--- src/rtl/seven_seg_capture_if.sv ---
// Bus bundle for seven_seg_capture.
// Purpose : groups the scanned display inputs, the clear strobe and the recovered-digit outputs.
// Signals : anodes/cathodes/clear driven by the master (display side or bench);
//           hex_out/digit_valid/frame_done/decode_err (and digit_blank when BLANK_DETECT_EN
//           is defined) driven by the slave (the capture block).
interface seven_seg_capture_if #(
   parameter int unsigned NUM_DIGITS = 4
);
   logic [NUM_DIGITS-1:0]   anodes;
   logic [6:0]              cathodes;
   logic                    clear;
   logic [4*NUM_DIGITS-1:0] hex_out;
   logic [NUM_DIGITS-1:0]   digit_valid;
   logic                    frame_done;
   logic                    decode_err;
`ifdef BLANK_DETECT_EN
   logic [NUM_DIGITS-1:0]   digit_blank;
`endif

`ifdef BLANK_DETECT_EN
   modport master (output anodes, cathodes, clear,
                   input  hex_out, digit_valid, frame_done, decode_err, digit_blank);
   modport slave  (input  anodes, cathodes, clear,
                   output hex_out, digit_valid, frame_done, decode_err, digit_blank);
`else
   modport master (output anodes, cathodes, clear,
                   input  hex_out, digit_valid, frame_done, decode_err);
   modport slave  (input  anodes, cathodes, clear,
                   output hex_out, digit_valid, frame_done, decode_err);
`endif
endinterface

--- src/rtl/seven_seg_capture.sv ---
// seven_seg_capture
// Purpose : recovers the hex digit shown on each position of a multiplexed, active-low
//           7-segment bus. Samples are debounced, the 16 encoder patterns are decoded,
//           illegal patterns raise a sticky error and completed frames are pulsed.
// Ports   : clk      - rising-edge clock
//           reset_n  - asynchronous active-low reset
//           bus      - seven_seg_capture_if.slave (anodes, cathodes, clear in;
//                      hex_out, digit_valid, frame_done, decode_err [, digit_blank] out)
// Config  : BLANK_DETECT_EN - when defined, cathodes=1111111 is a legal blank and
//           digit_blank is driven; otherwise that pattern is illegal.
module seven_seg_capture #(
   parameter int unsigned NUM_DIGITS    = 4,
   parameter int unsigned STABLE_CYCLES = 8
) (
   input  logic                 clk,
   input  logic                 reset_n,
   seven_seg_capture_if.slave   bus
);

   localparam int unsigned SW = NUM_DIGITS + 7;
   localparam int unsigned CW = $clog2(STABLE_CYCLES + 1);
   localparam int unsigned IW = (NUM_DIGITS > 1) ? $clog2(NUM_DIGITS) : 1;
   localparam int unsigned LW = $clog2(NUM_DIGITS + 1);

   typedef enum logic {SETTLING = 1'b0, HELD = 1'b1} state_t;

   state_t                  state_q, state_d;
   logic [SW-1:0]           samp_q, prev_q;
   logic [CW-1:0]           cnt_q;
   logic                    change_c, capture_c;
   logic [NUM_DIGITS-1:0]   an_s;
   logic [6:0]              cat_s;
   logic [LW-1:0]           low_cnt;
   logic [IW-1:0]           idx_c;
   logic                    one_c;
   logic                    legal_c, mark_c;
   logic [3:0]              val_c;
   logic [NUM_DIGITS-1:0]   sel_c, seen_set_c;
   logic [4*NUM_DIGITS-1:0] hex_q;
   logic [NUM_DIGITS-1:0]   valid_q, seen_q;
   logic                    frame_q, err_q;
`ifdef BLANK_DETECT_EN
   logic                    blank_c;
   logic [NUM_DIGITS-1:0]   blank_q;
`endif

   assign an_s     = samp_q[SW-1:7];
   assign cat_s    = samp_q[6:0];
   assign change_c = (samp_q != prev_q);

   // Input register plus one-deep history for change detection
   always_ff @(posedge clk or negedge reset_n) begin
      if (!reset_n) begin
         samp_q <= '0;
         prev_q <= '0;
      end else begin
         samp_q <= {bus.anodes, bus.cathodes};
         prev_q <= samp_q;
      end
   end

   // Stability counter, saturating
   always_ff @(posedge clk or negedge reset_n) begin
      if (!reset_n)                           cnt_q <= '0;
      else if (change_c)                      cnt_q <= '0;
      else if (cnt_q != CW'(STABLE_CYCLES))   cnt_q <= cnt_q + CW'(1);
   end

   // FSM state register
   always_ff @(posedge clk or negedge reset_n) begin
      if (!reset_n) state_q <= SETTLING;
      else          state_q <= state_d;
   end

   // FSM next state
   always_comb begin
      state_d = state_q;
      case (state_q)
         SETTLING: if (capture_c) state_d = HELD;
         HELD:     if (change_c)  state_d = SETTLING;
         default:                 state_d = SETTLING;
      endcase
   end

   // FSM output: capture on the edge where the counter reaches STABLE_CYCLES-1
   always_comb begin
      capture_c = 1'b0;
      if (state_q == SETTLING && !change_c && cnt_q == CW'(STABLE_CYCLES - 2))
         capture_c = 1'b1;
   end

   // Active anode: exactly one low bit selects the position
   always_comb begin
      low_cnt = '0;
      idx_c   = '0;
      for (int i = 0; i < int'(NUM_DIGITS); i++) begin
         if (!an_s[i]) begin
            low_cnt = low_cnt + LW'(1);
            idx_c   = IW'(i);
         end
      end
      one_c = (low_cnt == LW'(1));
      sel_c        = '0;
      sel_c[idx_c] = 1'b1;
   end

   // Cathode pattern decode (inverse of the hex encoder)
   always_comb begin
      legal_c = 1'b1;
      val_c   = 4'h0;
      case (cat_s)
         7'b0000001: val_c = 4'h0;
         7'b1001111: val_c = 4'h1;
         7'b0010010: val_c = 4'h2;
         7'b0000110: val_c = 4'h3;
         7'b1001100: val_c = 4'h4;
         7'b0100100: val_c = 4'h5;
         7'b0100000: val_c = 4'h6;
         7'b0001111: val_c = 4'h7;
         7'b0000000: val_c = 4'h8;
         7'b0000100: val_c = 4'h9;
         7'b0001000: val_c = 4'hA;
         7'b1100000: val_c = 4'hB;
         7'b0110001: val_c = 4'hC;
         7'b1000010: val_c = 4'hD;
         7'b0110000: val_c = 4'hE;
         7'b0111000: val_c = 4'hF;
         default:    legal_c = 1'b0;
      endcase
   end

`ifdef BLANK_DETECT_EN
   assign blank_c = (cat_s == 7'h7F);
   assign mark_c  = legal_c | blank_c;
`else
   assign mark_c  = legal_c;
`endif
   assign seen_set_c = seen_q | (mark_c ? sel_c : '0);

   // Capture outputs; clear takes priority over a same-cycle capture
   always_ff @(posedge clk or negedge reset_n) begin
      if (!reset_n) begin
         hex_q   <= '0;
         valid_q <= '0;
         seen_q  <= '0;
         frame_q <= 1'b0;
         err_q   <= 1'b0;
`ifdef BLANK_DETECT_EN
         blank_q <= '0;
`endif
      end else begin
         frame_q <= 1'b0;
         if (bus.clear) begin
            hex_q   <= '0;
            valid_q <= '0;
            seen_q  <= '0;
            err_q   <= 1'b0;
`ifdef BLANK_DETECT_EN
            blank_q <= '0;
`endif
         end else if (capture_c && one_c) begin
            if (legal_c) begin
               hex_q[{idx_c, 2'b00} +: 4] <= val_c;
               valid_q[idx_c]             <= 1'b1;
`ifdef BLANK_DETECT_EN
               blank_q[idx_c]             <= 1'b0;
            end else if (blank_c) begin
               valid_q[idx_c]             <= 1'b0;
               blank_q[idx_c]             <= 1'b1;
`endif
            end else begin
               valid_q[idx_c]             <= 1'b0;
               err_q                      <= 1'b1;
            end
            // A frame completes when every position has been seen; restart the mask
            if (&seen_set_c) begin
               frame_q <= 1'b1;
               seen_q  <= '0;
            end else begin
               seen_q  <= seen_set_c;
            end
         end
      end
   end

   assign bus.hex_out     = hex_q;
   assign bus.digit_valid = valid_q;
   assign bus.frame_done  = frame_q;
   assign bus.decode_err  = err_q;
`ifdef BLANK_DETECT_EN
   assign bus.digit_blank = blank_q;
`endif

endmodule

--- src/flat_wrapper.sv ---
// flat-port wrapper written by rule: the top's interface ports become plain ports
module seven_seg_capture_flat 
#(
   parameter int unsigned NUM_DIGITS    = 4,
   parameter int unsigned STABLE_CYCLES = 8
)
  (clk, reset_n, bus_anodes, bus_cathodes, bus_clear, bus_hex_out, bus_digit_valid, bus_frame_done, bus_decode_err);
  seven_seg_capture_if #(.NUM_DIGITS(NUM_DIGITS)) bus_i ();
  input  logic clk;
  input  logic reset_n;
  input wire logic [$bits(bus_i.anodes)-1:0] bus_anodes;
  input wire logic [$bits(bus_i.cathodes)-1:0] bus_cathodes;
  input wire logic [$bits(bus_i.clear)-1:0] bus_clear;
  output wire logic [$bits(bus_i.hex_out)-1:0] bus_hex_out;
  output wire logic [$bits(bus_i.digit_valid)-1:0] bus_digit_valid;
  output wire logic [$bits(bus_i.frame_done)-1:0] bus_frame_done;
  output wire logic [$bits(bus_i.decode_err)-1:0] bus_decode_err;
  assign bus_i.anodes = bus_anodes;
  assign bus_i.cathodes = bus_cathodes;
  assign bus_i.clear = bus_clear;
  assign bus_hex_out = bus_i.hex_out;
  assign bus_digit_valid = bus_i.digit_valid;
  assign bus_frame_done = bus_i.frame_done;
  assign bus_decode_err = bus_i.decode_err;
  seven_seg_capture #(.NUM_DIGITS(NUM_DIGITS), .STABLE_CYCLES(STABLE_CYCLES)) u_core (.clk(clk), .reset_n(reset_n), .bus(bus_i));
endmodule
--- config.mk ---
export PLATFORM = sky130hd
export DESIGN_NAME = seven_seg_capture_flat
export DESIGN_NICKNAME = d
export VERILOG_FILES = /design/src/rtl/seven_seg_capture_if.sv /design/src/rtl/seven_seg_capture.sv /design/src/flat_wrapper.sv
export SDC_FILE = /design/constraint.sdc
export NUM_CORES = 1
export LEC_CHECK = 0
export ABC_AREA = 0
export CORE_ASPECT_RATIO = 0.7
export CORE_MARGIN = 2
export CORE_UTILIZATION = 55
export DETAILED_ROUTE_END_ITERATION = 10
export GPL_ROUTABILITY_DRIVEN = 0
export PLACE_DENSITY = 0.77
export SYNTH_ARGS = -nofsm -noshare
export SYNTH_HDL_FRONTEND = slang
export SYNTH_SLANG_ARGS = --single-unit
--- constraint.sdc ---
create_clock -name clk -period 3.65 [get_ports clk]
set_input_delay 0.73 -clock clk [delete_from_list [all_inputs] [get_ports clk]]
set_output_delay 0.73 -clock clk [all_outputs]
set_load 0.005 [all_outputs]
==> summary.md <==
| Metric | Value |
|---|---|
| Status | `complete, no violations` |
| Postcts setup bufs | `0` |
| Syn Area/Cell | `11.0 um^2` |
| FF+latch area | `1330 um^2` |
| Worst slew margin | `0.645` |
| Worst EP arrival | `3.50 ns` |
| Endpoints failing hold | `0` |
| Critical Path Sink | `u_core.bus.hex_out[11]` |
| Final setup vio count | `0` |
| CP endpoint kind | `register` |
| FF+latch count, synth | `53` |
| Die Span Y | `62.8 um` |
| Mapped Cells | `246` |
| Most common cell after layout, fill and taps aside | `dfrtp_1` |
| Distinct cells, synth | `57` |
| Post-CTS resize count | `0` |
| Routed length per instance | `14.9 um` |
| ANT cells | `0` |
| Row cnt | `21` |
| F_max | `303 MHz` |
| Worst r2r src | `u_core.samp_q[8]` |
| Total gr overflow | `0` |
| Comb power frac | `0.086` |
| Hold Slack | `0.388 ns` |
| Post-layout nets | `296` |
| Post-synth EDFFs | `0` |
| Via density | `5.48` |
| Slew @ Worst Pin | `0.532 ns` |
| CTS Hold Bufs | `0` |
| Cell total after placement | `338` |
| Worst reg2reg endpoint | `u_core.bus.hex_out[11]` |
| Crit path kind | `register to register` |
| Gr usage total | `0.210` |
| Max-Cap Viols | `0` |
| Port Buf Inserts | `35` |
| Psw | `251 uW` |
| CTS buffer count | `5` |
| Flop pwr share | `0.614` |
| Starting DRT DRC Count | `108` |
| Synth Cell Area | `2710 um^2` |
| Post-synthesis sequential area ratio | `0.489` |
| Setup TNS | `0 ns` |
| Layout area overhead | `16.2%` |
| Yosys warns | `0` |
| Worst skew pair latency | `0.31 ns` |
| Hold WC Path Type | `input pin to async pin` |
| Leak pwr | `1.38 nW` |
| Unrepaired setup endpoints after global routing | `false` |
| Worst Setup SP | `u_core.samp_q[8]` |
| Die X | `88.0 um` |
| Cell area power density | `323 nW/um^2` |
| DRT Pass-1 Iters | `4` |
| HPWL Detailed | `3650 um` |
| Peak VDD IR | `0.000204 V` |
| Worst EP required | `3.85 ns` |
| Maximum fanout along the worst path | `12` |
| Core Footprint | `4760 um^2` |
| Pin count of the biggest net entering global routing | `32` |
| Clock sink count | `53` |
| Worst R2R Setup Slack | `0.35 ns` |
| Area of the multi-input gates | `1260 um^2` |
| Initial antenna violation count | `0` |
| Starting Density | `0.571` |
| Slew Viols, Final | `0` |
| Syn Nets | `266` |
| Final Skew | `0.00734 ns` |
| R2R depth | `10` |
| Prevailing post-synth register cell | `dfrtp_1` |
| TritonCTS clock tree | `built` |
| Final Cycle Share | `0.903` |
| Vias in the first global route | `1776` |
| # fillers | `382` |
| Commonest non-fill, non-tap cells in the layout | `dfrtp_1 (53), clkdlybuf4s50_1 (34), nor2_1 (14)` |
| Post-Route WL | `5120 um` |
| Type of origin of the critical path | `register` |
| Clk pwr share | `0.300` |
| Internal cell power | `767 uW` |
| Die ar. | `5520 um^2` |
| Fraction of layout cells with a size suffix above 1 | `0.0945` |
| Num ports | `36` |
| Vias | `1884` |
| Number of remaining DRC errors | `0` |
| FFs w/ async S/R, synth | `1.00` |
| First-pass GRT wire length | `8870 um` |
| CTS Root Buffer Type | `clkbuf_8` |
| H-Tree Depth | `2` |
| Sw Ratio | `0.247` |
| Clock tree buffer depth | `2` |
| Routed Antenna Nets | `0` |
| Fin cells | `344` |
| Worst-path clk slew | `0.09 ns` |
| Final min period | `3.30 ns` |
==> cell families (layout without fill, tap and decap cells) <==
kind of cell,count (synthesis),in the layout,synth area share
adders and majority gates,6,6,0.0277
muxes,22,22,0.0853
xor gates and xnor gates,17,17,0.0549
DFF,53,53,0.489
and+or+nand+nor,84,84,0.195
AOI/OAI and AO/OA,40,40,0.102
buffers and inverters,24,53,0.0466
==> layer usage <==
metal / part of all wire / routed length [um] / track usage
met5: 0 / 0 / 0
met4: 0.011 / 57 / 0.0519
met3: 0.037 / 192 / 0.0555
met2: 0.42 / 2150 / 0.281
met1: 0.53 / 2720 / 0.338
==> worst min path at each step <==
stage / to / slack, ns
after floorplan: u_core.prev_q[1] / 0.35
after detailed placement: u_core.prev_q[7] / 0.46
after global placement: u_core.prev_q[7] / 0.44
after CTS: u_core.cnt_q[2] / 0.40
final: u_core.cnt_q[2] / 0.39
after global routing: u_core.cnt_q[2] / 0.41
==> power by group through the flow <==
stage | Clock (mW) | Sequential, mW | Combinational (mW)
after floorplan | 0 | 0.619 | 0.0701
after global placement | 0 | 0.636 | 0.0869
after detailed placement | 0 | 0.637 | 0.0879
after CTS | 0.316 | 0.625 | 0.0885
after global routing | 0.342 | 0.629 | 0.0976
final | 0.305 | 0.625 | 0.0874
==> synth_stat cells (5+ instances only) <==
master   instances  area [um^2]
a21oi_1         10         50.1
a31oi_1          5         31.3
buf_2            7         35.0
dfrtp_1         53         1330
ha_1             6         75.1
inv_1            8         30.0
mux2_2           8         90.1
mux2i_1         13          130
nand2_1         11         41.3
nand3_1          9         45.0
nor2_1          14         52.6
nor2b_1          8         50.1
o21ai_0          5         25.0
xor2_1          13          114
==> final cells by class <==
type | instances | area share
Inverter | 8 | 0.00952
Sequential cell | 53 | 0.421
Tap cell | 69 | 0.0274
Clock inverter | 1 | 0.00159
Multi-Input combinational cell | 169 | 0.400
Timing Repair Buffer | 39 | 0.119
Clock buffer | 5 | 0.0218
==> stage by stage <==
| stage | area, um^2 | total power, mW | util | setup WS (ns) |
|---|---|---|---|---|
| after floorplan | 2710 | 0.689 | - | 0.582 |
| after global placement | 3080 | 0.723 | 0.647 | 0.468 |
| after detailed placement | 3080 | 0.725 | 0.647 | 0.384 |
| after CTS | 3150 | 1.03 | 0.663 | 0.364 |
| after global routing | 3150 | 1.07 | 0.663 | 0.158 |
| final | 3150 | 1.02 | 0.663 | 0.354 |
==> registers in the layout (all words and copies together), names as in the netlist <==
register	count
u_core.seen_q	4
u_core.prev_q	11
u_core.bus.hex_out	16
u_core.bus.decode_err	1
u_core.state_q	1
u_core.samp_q	11
u_core.cnt_q	4
u_core.bus.frame_done	1
u_core.bus.digit_valid	4
==> worst max-delay path: stages (launching register included) <==
cell and delay (ns):
dfrtp_1 0.53, inv_1 0.10, ha_1 0.35, xnor2_1 0.16, ha_1 0.31, or3_1 0.30
o211ai_1 0.10, nand4_1 0.14, or2_4 0.33, nor3_2 0.48, mux2_2 0.39
Note: power is estimated with default switching activity, not from simulation.
